<file path="config.mk">
export PLATFORM = sky130hd
export DESIGN_NAME = tia_object_position_counter
export DESIGN_NICKNAME = d
export VERILOG_FILES = /design/src/rtl/tia_object_position_counter.sv
export SDC_FILE = /design/constraint.sdc
export NUM_CORES = 1
export LEC_CHECK = 0
export ABC_AREA = 1
export BUFFER_PORTS_ARGS = -buffer_cell sky130_fd_sc_hd__buf_2
export CAP_MARGIN = 30
export CORE_MARGIN = 2
export CORE_UTILIZATION = 45
export CTS_BUF_LIST = sky130_fd_sc_hd__clkbuf_16
export CTS_CLUSTER_SIZE = 40
export DETAILED_ROUTE_END_ITERATION = 10
export PLACE_DENSITY = 0.76
export SLEW_MARGIN = 15
export SYNTH_ARGS = -nofsm -noshare
export SYNTH_HDL_FRONTEND = slang
export SYNTH_SLANG_ARGS = --single-unit
</file>
<file path="constraint.sdc">
create_clock -name clk -period 1.2 [get_ports clk]
set_input_delay 0.24 -clock clk [delete_from_list [all_inputs] [get_ports clk]]
set_output_delay 0.24 -clock clk [all_outputs]
set_load 0.01 [all_outputs]
</file>
<file path="src/rtl/tia_object_position_counter.sv">
// One TIA movable-object position counter: a 2-bit phase divider feeding a
// 6-bit XNOR polynomial counter, advanced by motck and HMOVE extra clocks.
module tia_object_position_counter #(
  parameter logic [5:0] END_CODE   = 6'b101101,
  parameter logic [5:0] RESET_CODE = 6'b000000
) (
  input  logic       clk,
  input  logic       r,
  input  logic       motck,
  input  logic       hmove_go,
  input  logic       hmove_tick,
  input  logic [3:0] motion,
  input  logic       resp,
  output logic [5:0] lfsr,
  output logic [1:0] phase,
  output logic       start,
  output logic       hm_busy
);

  logic [3:0] hmc_r;
  logic       xen_r;
  logic [3:0] target_s;
  logic       tick_s;
  logic       hit_s;
  logic       xclk_s;
  logic       adv_s;

  function automatic logic [5:0] lfsr_step(input logic [5:0] v);
    return {v[4:0], ~(v[5] ^ v[4])};
  endfunction

  // Extra-clock qualification; hmove_go discards a coincident tick.
  always_comb begin
    target_s = motion ^ 4'b1000;
    tick_s   = 1'b0;
    hit_s    = 1'b0;
    xclk_s   = 1'b0;
    if (hmove_tick && hm_busy && !hmove_go) begin
      tick_s = 1'b1;
      hit_s  = (hmc_r == target_s);
      xclk_s = xen_r && !hit_s;
    end else begin
      tick_s = 1'b0;
    end
    adv_s = motck | xclk_s;
  end

  // Position divider, polynomial counter, wrap pulse and HMOVE window state.
  always_ff @(posedge clk) begin
    if (r) begin
      lfsr    <= RESET_CODE;
      phase   <= 2'd0;
      start   <= 1'b0;
      hm_busy <= 1'b0;
      hmc_r   <= 4'd0;
      xen_r   <= 1'b0;
    end else begin
      start <= 1'b0;
      // resp only moves the position; the HMOVE window keeps running.
      if (resp) begin
        lfsr  <= RESET_CODE;
        phase <= 2'd0;
      end else if (adv_s) begin
        phase <= phase + 2'd1;
        if (phase == 2'd3) begin
          if (lfsr == END_CODE) begin
            lfsr  <= 6'b000000;
            start <= 1'b1;
          end else begin
            lfsr <= lfsr_step(lfsr);
          end
        end
      end

      if (hmove_go) begin
        hmc_r   <= 4'd0;
        xen_r   <= 1'b1;
        hm_busy <= 1'b1;
      end else if (tick_s) begin
        if (hit_s) begin
          xen_r <= 1'b0;
        end
        hmc_r <= hmc_r + 4'd1;
        if (hmc_r == 4'd15) begin
          hm_busy <= 1'b0;
        end
      end
    end
  end

endmodule

</file>
Word level (Yosys, flattened, before mapping)
Cells that the tools add are included.

Mux-type cells: 11. Add/sub/neg operators: 2. Bitwise logic cells: 6. Equality and inequality tests: 4. Reductions and logical operators: 14.

Operator list (number): 1-bit 2-to-1 mux (10); 6-bit equality test, second input constant (1); 6-bit 2-to-1 mux (1); 2-bit AND reduction (3); 2-bit nonzero test (3); 4-bit by 1-bit adder with 4-bit output, second input constant (1); 4-bit equality test (1); 4-bit equality test, second input constant (1); 1-bit inverter (4); 2-bit OR reduction (2); 4-bit OR reduction (1); 1-bit logical AND (3); 2-bit by 1-bit adder with 2-bit output, second input constant (1); 2-bit equality test, second input constant (1); 1-bit zero test (2); 1-bit bitwise OR (1); 1-bit XOR (1).

Logic and storage cells: 43. Bits in registers: 15. Output and inout port bits: 10. Input bits: 10.

Logic depth before layout (Yosys ltp)
Gate-level depths: netlist of the first run.

Depth in word-level cells: 8. Gate-level depth with buffers: 11. Gate-level depth less buffers: 11.

Worst setup path before layout of the first run
Ideal clock, no wire load.

Path kind: flip-flop to flip-flop. Start point: reg hm_busy. End point: reg lfsr[0]. Buffers on the path: 1. Period minus slack after synthesis: 1.186 ns. Arrival: 1.071 ns. Setup time: 0.115 ns. Data required time: 1.085 ns. Setup slack: 0.014 ns. Cell stages (with the launch flop): 9. Path through: dfxtp_1 nand3_2 nor2_1 nand2_1 nand2_2 buf_6 nand3b_2 nand2_1 nor2_1.

Longest elaborated chain between the ends: 5.

RTL lines: from (decl) (line 17) `output logic hm_busy`; from (signal assigned) (line 54) `hm_busy <= 1'b0;`; from (signal assigned) (line 78) `hm_busy <= 1'b1;`; from (signal assigned) (line 85) `hm_busy <= 1'b0;`; 1-bit logical AND (2 in a row) (line 38) `if (hmove_tick && hm_busy && !hmove_go) begin`; 1-bit 2-to-1 mux (line 38); 1-bit bitwise OR (line 45) `adv_s = motck | xclk_s;`; 2-bit AND reduction (no line); to (signal assigned) (line 70) `lfsr <= lfsr_step(lfsr);`; to (decl) (line 14) `output logic [5:0] lfsr,`.

No other way between the ends. A chain may end at the register's enable or synchronous reset.

Worst setup path after layout of the first run
Start point: reg hmc_r[0]. End point: reg lfsr[2].

Longest elaborated chain between the ends: 6.

RTL lines: from (decl) (line 20) `logic [3:0] hmc_r;`; from (signal assigned) (line 83) `hmc_r <= hmc_r + 4'd1;`; 4-bit equality test (line 40) `hit_s = (hmc_r == target_s);`; 1-bit zero test (line 41) `xclk_s = xen_r && !hit_s;`; 1-bit logical AND (line 41); 1-bit 2-to-1 mux (line 38); 1-bit bitwise OR (line 45); 2-bit AND reduction (no line).

No other way between the ends.

==> results.yml, run 1 <==
critical_path:
  crit_type: "reg -> reg"
  cp.arrival_ns: 1.42
  start_kind: "flip-flop"
  crit_top_cell: "nand2_2"
  crit_buf_inv: 1
  critical_path.slowest_cell: "dfxtp_2"
  slowest_delay_ns: 0.34
  path_delay_family: "simple AND/OR/NAND/NOR gates"
  crit_chain: "inv_2, nand2_2, nand2_1, nor2_1, nand2_1, nand2_2, nand2_4, nand2_4, nand2_2, nand2_2, nor2_2"
  cp.required_ns: 1.34
  endpoint_kind: "flip-flop"
  cp_max_fo: 6
power:
  p_comb_share_pct: 9.4
  p_int_mw: 1.01
  peakVddDrop_mv: 0.834
  seqPwrFrac_pct: 39.9
  sw_frac_of_total_pct: 21.9
  p_leak_nw: 0.577
  p_switching_uw: 283
  clock_power_share_pct: 50.7
  powerDensity_nw_per_um2: 1140
  finalPower_mw: 1.29
place:
  place_area_sq_um: 963
  dp_hpwl_um: 1220
  place.gp.congestion: 0.783
  port-buffer-count: 19
yosys:
  synthArstFlopShare_pct: 0
  synth_seq_area_share_pct: 39.0
  ys_types: 18
  synthFlopType: "dfxtp_1"
  avgSynthCellArea_sq_um: 6.63
  ys_warn_count: 0
  synthesis.nets: 129
  synth_top_area_share_pct: 39.0
  synthTopCellsByArea: "dfxtp_1 (39%), nand2_1 (14%), nor2_1 (12%), inv_1 (9.3%), ha_1 (4.9%)"
  netlist_area_sq_um: 769
  yosysTopAreaCell: "dfxtp_1"
  synthTopCellsByCount: "nand2_1 (29), nor2_1 (24), inv_1 (19)"
  synth.most_common_cell: "nand2_1"
  synth_seq_cells: 15
  syn_inst: 116
  synth_edf_count: 0
floorplanning:
  pin_count: 20
  row_count: 14
  fp.dieW_um: 45.4
  die_h_um: 45.4
  initial_core_util_pct: 49.4
  die_area_sq_um: 2060
  core-area_sq_um: 1560
clock_tree:
  clock_latency_ns: 0.25
  clockRootBuffer: "clkbuf_16"
  clock_sinks: 15
  cts_hold_buf: 0
  cts_made_buffers: 3
  clkTransAtPathRegs_ns: 0.05
  ctsLongestPathBuffers: 2
  h-tree-depth: 1
  cts_tree: "yes"
timing:
  slew_viol_final: 0
  min_period_over_period_pct: 107
  setup_viol: 6
  max_slew_margin_pct: 72.2
  finalHoldViolations: 0
  worst_pin_slew_ns: 0.416
  rsz0062_at_grt: "yes"
  fmax_mhz: 780
  fin_skew_ns: 0.00628
  post-route-min-period_ns: 1.28
  fin_ws_ns: -0.0824
drt:
  via_count: 857
  drtPass1Iterations: 4
  drt_iter0_markers: 17
  routed_via_density: 5.04
  wire_per_inst_um: 11.5
  drc: 0
  wl_um: 1960
  ant_nets: 0
final_layout:
  drive_gt1_share_pct: 41.6
  areaGrowthSynthToFinish_pct: 47.8
  final_core_util_pct: 73.0
  nets: 168
  stdcell_area_sq_um: 1140
  num_antenna_cells: 0
hold_path:
  hp-class: "in -> reg"
grt:
  grt-ovfl-total: 0
  grt_util_all_layers_pct: 19.4
  first_global_vias: 691
  grt_pass1_wl_um: 2840
  grt_max_degree: 10
  antenna_found_initial: 0
status:
  failed_checks: "setup timing"
  status: "complete, but fails checks"
run:
  max-cap-violations: 0
[repair_timing]
| item | CTS | global route |
|---|---|---|
| pin swaps | 3 | 9 |
| hold endpoints to repair | 0 | 0 |
| gates cloned | 1 | 0 |
| buffers inserted | 1 | 2 |
| resized for setup | 9 | 15 |
| endpoints found under the setup margin | 10 | 12 |
[through the flow]
| stage | cells | setup TNS [ns] | hold WS [ns] | worst slack, ns |
|---|---|---|---|---|
| finish | 170 | -0.240 | 0.206 | -0.0824 |
| global route | 170 | -1.52 | 0.212 | -0.208 |
| CTS | 168 | -0.0111 | 0.206 | -0.0111 |
| detailed placement | 162 | -0.484 | 0.457 | -0.144 |
| global placement | 162 | -0.247 | 0.460 | -0.0908 |
| floorplan | 116 | 0 | 0.318 | 0.0143 |
[cell type report]
type,instances,area (sq um)
tap,16,20.0
clock inverter,1,5.00
multi-input combinational,81,445
sequential,15,305
fill,126,422
timing repair buffer,35,215
inverter,19,71.3
clock buffer,3,75.1
[power by group through the flow]
stage                     clock, mW  combinational, mW  sequential, mW
after global placement            0              0.102           0.525
after floorplan                   0             0.0531           0.528
final                         0.655              0.121           0.516
after detailed placement          0              0.104           0.526
after CTS                     0.653              0.112           0.516
after global routing          0.679              0.135           0.516
[registers in the layout (all words and copies together), names as in the netlist]
name     flops
start        1
lfsr         6
phase        2
xen_r        1
hm_busy      1
hmc_r        4
[placed cells by master, fill, tap and decap left out, types with 2 or more instances in the layout]
cell | Yosys | routed
nor2_1 | 24 | 22
nand2_1 | 29 | 21
buf_2 | 0 | 19
inv_1 | 19 | 16
buf_4 | 1 | 16
dfxtp_1 | 15 | 11
nand2_2 | 1 | 7
a21oi_1 | 6 | 5
nand3_1 | 4 | 4
o21ai_0 | 4 | 4
dfxtp_2 | 0 | 4
inv_2 | 0 | 3
nand2_4 | 0 | 3
ha_1 | 3 | 3
clkbuf_16 | 0 | 3
a211oi_1 | 2 | 2
nor2_2 | 0 | 2
[routing by layer]
metal,global-route usage (%),part of all wire (%)
met1,24.9,45
met2,30.0,49
met5,0,0
met3,5.20,4.3
met4,9.41,1.6
[final timing paths]
check        startpoint  cells past startpoint  slack, ns      end
min                   r                      2       0.21  hm_busy
min reg2reg       xen_r                      2       0.51    xen_r
max            hmc_r[0]                     11      -0.08  lfsr[2]
max reg2reg    hmc_r[0]                     11      -0.08  lfsr[2]
[logic make-up (layout without fill, tap and decap cells)]
| family | Yosys count | in the layout | synth area share [%] |
|---|---|---|---|
| compound gates | 12 | 12 | 8.45 |
| fa+ha+maj | 3 | 3 | 4.88 |
| buf+inv | 21 | 58 | 11.7 |
| simple gates | 65 | 66 | 35.9 |
| flops | 15 | 15 | 39.0 |
Power figures use the tool's default switching activity.
==> inputs of run 2 (changes only) <==
- CELL_PAD_IN_SITES_DETAIL_PLACEMENT: unset -> 0
- CELL_PAD_IN_SITES_GLOBAL_PLACEMENT: unset -> 1
- CORE_UTILIZATION: 45 -> 31
==> results.yml, run 2 (synthesized netlist as in run 1, its figures left out) <==
critical_path:
  start_kind: "flip-flop"
  cp_max_fo: 6
  critical_path.slowest_cell: "dfxtp_2"
  reg2reg_depth: 11
  rrSetupSlack_ns: -0.02
  endpoint: "lfsr[2]"
  rr_startpoint: "hmc_r[0]"
  crit_top_cell: "nand2_1"
  regToRegEndpoint: "lfsr[2]"
  crit_chain: "inv_2, nand2_1, nand2_1, nor2_2, nand2_1, nand2_2, nand2_4, nand2_4, nand2_1, nand2_1, nor2_1"
  crit_type: "reg -> reg"
  crit_start: "hmc_r[0]"
  cp.arrival_ns: 1.36
  endpoint_kind: "flip-flop"
  cp.required_ns: 1.33
  slowest_delay_ns: 0.34
final_layout:
  drive_gt1_share_pct: 36.4
  largest_reg_flops: 6
  multi_input_area_sq_um: 437
  seq_area_sq_um: 305
  nets: 168
  num_antenna_cells: 0
  final_cell_mix: "nand2_1 (26), nor2_1 (22), buf_2 (19), inv_1 (18), buf_4 (16)"
  stdcell_count: 184
  areaGrowthSynthToFinish_pct: 48.8
  fillers: 235
  layout_commonest_cell: "nand2_1"
  top_regs: "lfsr (6), hmc_r (4), phase (2)"
  regMostFlops: "lfsr"
clock_tree:
  h-tree-depth: 1
  cts_tree: "yes"
  cts_made_buffers: 3
  clock_latency_ns: 0.24
  ctsLongestPathBuffers: 2
  cts_hold_buf: 0
  clkTransAtPathRegs_ns: 0.05
  clockRootBuffer: "clkbuf_16"
  clock_sinks: 15
place:
  place.gp.congestion: 0.781
  place_ws_ns: -0.151
  dp_hpwl_um: 1240
  port-buffer-count: 19
  placed_cells: 177
timing:
  worst_pin_slew_ns: 0.395
  fin_skew_ns: 0.00110
  finalHoldViolations: 0
  rsz0062_at_grt: "yes"
  min_period_over_period_pct: 102
  fin_ws_ns: -0.0225
  max_slew_margin_pct: 73.7
  fmax_mhz: 818
  post-route-min-period_ns: 1.22
  whs_ns: 0.214
  slew_viol_final: 0
  setup_viol: 3
grt:
  grt_util_all_layers_pct: 13.8
  first_global_vias: 729
  grt_pass1_wl_um: 2890
  grt_max_degree: 10
  grt-ovfl-total: 0
  antenna_found_initial: 0
drt:
  drt_iter0_markers: 10
  wl_um: 1750
  via_count: 797
  ant_nets: 0
  routed_via_density: 4.33
  drc: 0
  wire_per_inst_um: 9.52
  drtPass1Iterations: 6
floorplanning:
  die_h_um: 53.8
  core-area_sq_um: 2410
  fp.dieW_um: 53.8
  pin_count: 20
  row_count: 18
  die_area_sq_um: 2900
  initial_core_util_pct: 31.9
status:
  failed_checks: "setup timing"
  status: "complete, but fails checks"
power:
  powerDensity_nw_per_um2: 1100
  peakVddDrop_mv: 0.980
  p_leak_nw: 0.592
hold_path:
  hp-class: "in -> reg"
  min_delay_path_depth: 2
run:
  max-cap-violations: 0
run 2: changes by cell type in the layout (fill, tap and decap cells not counted), sizes merged:
cell	previous run	this run
inv	19	20
clkinv	1	0
run 2: worst min-delay path by stage:
| stage | start | endpoint |
|---|---|---|
| after CTS | r | hm_busy |
| after detailed placement | r | hm_busy |
| after floorplan | r | hm_busy |
| final | r | hm_busy |
| after global routing | r | hm_busy |
| after global placement | r | hm_busy |
run 2: timing repair:
action | in CTS | in global routing
gates resized for setup | 11 | 9
setup buffers | 1 | 1
pin swaps | 6 | 8
endpoints found under the setup margin | 10 | 12
gates cloned | 1 | 0
run 2: routing by layer:
| metal | vias to the layer above | track usage, % | routed length [um] |
|---|---|---|---|
| met3 | 2 | 2.22 | 67 |
| met4 | 0 | 6.84 | 19 |
| li1 | 434 | - | - |
| met2 | 8 | 23.4 | 823 |
| met1 | 353 | 16.8 | 842 |
| met5 | - | 0 | 0 |
run 2: layout make-up:
| type | instances | area share, % |
|---|---|---|
| inverters | 19 | 6.23 |
| multi-input cells | 81 | 38.1 |
| clock inverters | 1 | 0.328 |
| clock buffers | 3 | 6.56 |
| repair buffers | 35 | 18.8 |
| well taps | 30 | 3.28 |
| flip-flops and latches | 15 | 26.7 |
run 2: power by group:
| group | switching, mW | internal [mW] | total (mW) |
|---|---|---|---|
| clock | 0.188 | 0.440 | 0.628 |
| sequential | 0.00637 | 0.509 | 0.516 |
| combinational | 0.0637 | 0.0552 | 0.119 |
| total | 0.258 | 1.00 | 1.26 |
run 2: stage by stage:
step	util, %	cell area (sq um)	setup TNS, ns	power, mW
floorplan	-	769	0	0.582
global placement	41.0	988	-0.507	0.629
detailed placement	41.0	988	-0.673	0.631
CTS	46.0	1110	-0.0773	1.27
global route	47.5	1140	-0.976	1.32
finish	47.5	1140	-0.0558	1.26
run 2: critical path: cells and delay by family, from the launching register on:
| family | cells | cell delay, ns |
|---|---|---|
| simple gates | 10 | 0.74 |
| buf+inv | 1 | 0.04 |
| flops | 1 | 0.34 |
==> inputs of run 3 (changes only) <==
- MAX_ROUTING_LAYER: unset -> met4
==> results.yml, run 3 (synthesized netlist as in run 1, its figures left out) <==
critical_path:
  cp_max_fo: 6
  rr_startpoint: "hmc_r[0]"
  crit_top_cell: "nand2_1"
  regToRegEndpoint: "lfsr[2]"
  crit_type: "reg -> reg"
  slowest_delay_ns: 0.34
  cp.arrival_ns: 1.36
  reg2reg_depth: 11
  start_kind: "flip-flop"
  crit_start: "hmc_r[0]"
  crit_chain: "inv_2, nand2_1, nand2_1, nor2_2, nand2_1, nand2_2, nand2_4, nand2_4, nand2_1, nand2_1, nor2_1"
  endpoint_kind: "flip-flop"
  cp.required_ns: 1.33
  path_delay_family: "simple AND/OR/NAND/NOR gates"
  rrSetupSlack_ns: -0.03
  crit_buf_inv: 1
  critical_path.slowest_cell: "dfxtp_2"
clock_tree:
  clockRootBuffer: "clkbuf_16"
  ctsLongestPathBuffers: 2
  clkTransAtPathRegs_ns: 0.05
  clock_latency_ns: 0.24
  cts_hold_buf: 0
  h-tree-depth: 1
  cts_made_buffers: 3
  clock_sinks: 15
  cts_tree: "yes"
place:
  place_ws_ns: -0.151
  place_area_sq_um: 988
  dp_hpwl_um: 1240
  placed_cells: 177
  port-buffer-count: 19
  place.gp.congestion: 0.792
hold_path:
  hp-class: "in -> reg"
  min_to: "hm_busy"
  min-delay-start: "r"
  min_delay_path_depth: 2
grt:
  use_met3_pct: 1.67
  grt_max_degree: 10
  first_global_vias: 729
  grt_util_all_layers_pct: 14.2
  grt.busiest_layer: "met2"
  grt_use_met2_pct: 23.4
  grt-ovfl-total: 0
  grt_pass1_wl_um: 2890
  grt_util_met1_pct: 17.2
  antenna_found_initial: 0
power:
  peakVddDrop_mv: 0.979
  seqPwrFrac_pct: 40.8
  p_comb_share_pct: 9.4
  p_switching_uw: 258
  clock_power_share_pct: 49.7
  p_leak_nw: 0.592
  p_int_mw: 1.00
  sw_frac_of_total_pct: 20.4
  powerDensity_nw_per_um2: 1100
final_layout:
  largest_reg_flops: 6
  num_antenna_cells: 0
  areaGrowthSynthToFinish_pct: 48.8
  stdcell_area_sq_um: 1140
  drive_gt1_share_pct: 36.4
  regMostFlops: "lfsr"
  final_cell_mix: "nand2_1 (26), nor2_1 (22), buf_2 (19), inv_1 (18), buf_4 (16)"
  layout_commonest_cell: "nand2_1"
  nets: 168
  top_regs: "lfsr (6), hmc_r (4), phase (2)"
  stdcell_count: 184
timing:
  min_period_over_period_pct: 102
  worst_pin_slew_ns: 0.395
  max_slew_margin_pct: 73.7
  rsz0062_at_grt: "yes"
  fin_skew_ns: 0.00109
  setup_viol: 5
  post-route-min-period_ns: 1.23
  fin_ws_ns: -0.0254
  fmax_mhz: 816
  slew_viol_final: 0
  finalHoldViolations: 0
drt:
  ant_nets: 0
  via_count: 808
  drtPass1Iterations: 4
  wire_per_inst_um: 9.58
  drc: 0
  routed_via_density: 4.39
  wl_um: 1760
  drt_iter0_markers: 10
floorplanning:
  die_h_um: 53.8
  initial_core_util_pct: 31.9
  die_area_sq_um: 2900
  fp.dieW_um: 53.8
  row_count: 18
  core-area_sq_um: 2410
  pin_count: 20
run:
  max-cap-violations: 0
status:
  status: "complete, but fails checks"
  failed_checks: "setup timing"
-- run 3: layout make-up --
class,instances,area [sq um]
repair buffers,35,215
fillers,235,1260
multi-input cells,81,437
inverters,19,71.3
well taps,30,37.5
clock buffers,3,75.1
clock inverters,1,3.75
flip-flops and latches,15,305
-- run 3: worst reg2reg max path: stages (launching register included) --
cell and delay (ns):
dfxtp_2 0.34, inv_2 0.04, nand2_1 0.05, nand2_1 0.05, nor2_2 0.11, nand2_1 0.09, nand2_2 0.12, nand2_4 0.09
nand2_4 0.09, nand2_1 0.05, nand2_1 0.05, nor2_1 0.04
-- run 3: repair_timing --
item,CTS,global route
setup buffers,1,1
gates resized for setup,11,9
endpoints found under the setup margin,10,12
gates cloned,1,0
pin swaps,6,8
-- run 3: how the worst max path moves through the flow --
stage / to / slack (ns) / cells after the start
2_1_floorplan: lfsr[0] / 0.01 / 8
3_3_place_gp: lfsr[3] / -0.12 / 11
3_5_place_dp: lfsr[2] / -0.15 / 11
4_1_cts: lfsr[3] / -0.02 / 11
5_1_grt: lfsr[2] / -0.15 / 11
6_report: lfsr[2] / -0.03 / 11
-- run 3: per-layer routing --
metal  vias to the layer above  share of wire, %  wire length (um)
met5                         -                 0                 0
met4                         0              0.96                17
met3                         2               4.0                71
met2                        16                46               812
met1                       356                49               862
li1                        434                 -                 -
-- run 3: stage by stage --
step                power, mW  util (%)  TNS [ns]  hold WS [ns]
detailed placement      0.631      41.0    -0.673         0.466
global placement        0.629      41.0    -0.507         0.465
floorplan               0.582         -         0         0.318
finish                   1.26      47.5   -0.0826         0.214
CTS                      1.27      46.0   -0.0773         0.214
global route             1.32      47.5    -0.976         0.238
-- run 3: power by group through the flow --
stage	logic [mW]	registers [mW]	clock network, mW
3_3_place_gp	0.104	0.525	0
2_1_floorplan	0.0531	0.528	0
3_5_place_dp	0.106	0.525	0
6_report	0.119	0.516	0.628
4_1_cts	0.114	0.515	0.643
5_1_grt	0.136	0.516	0.667
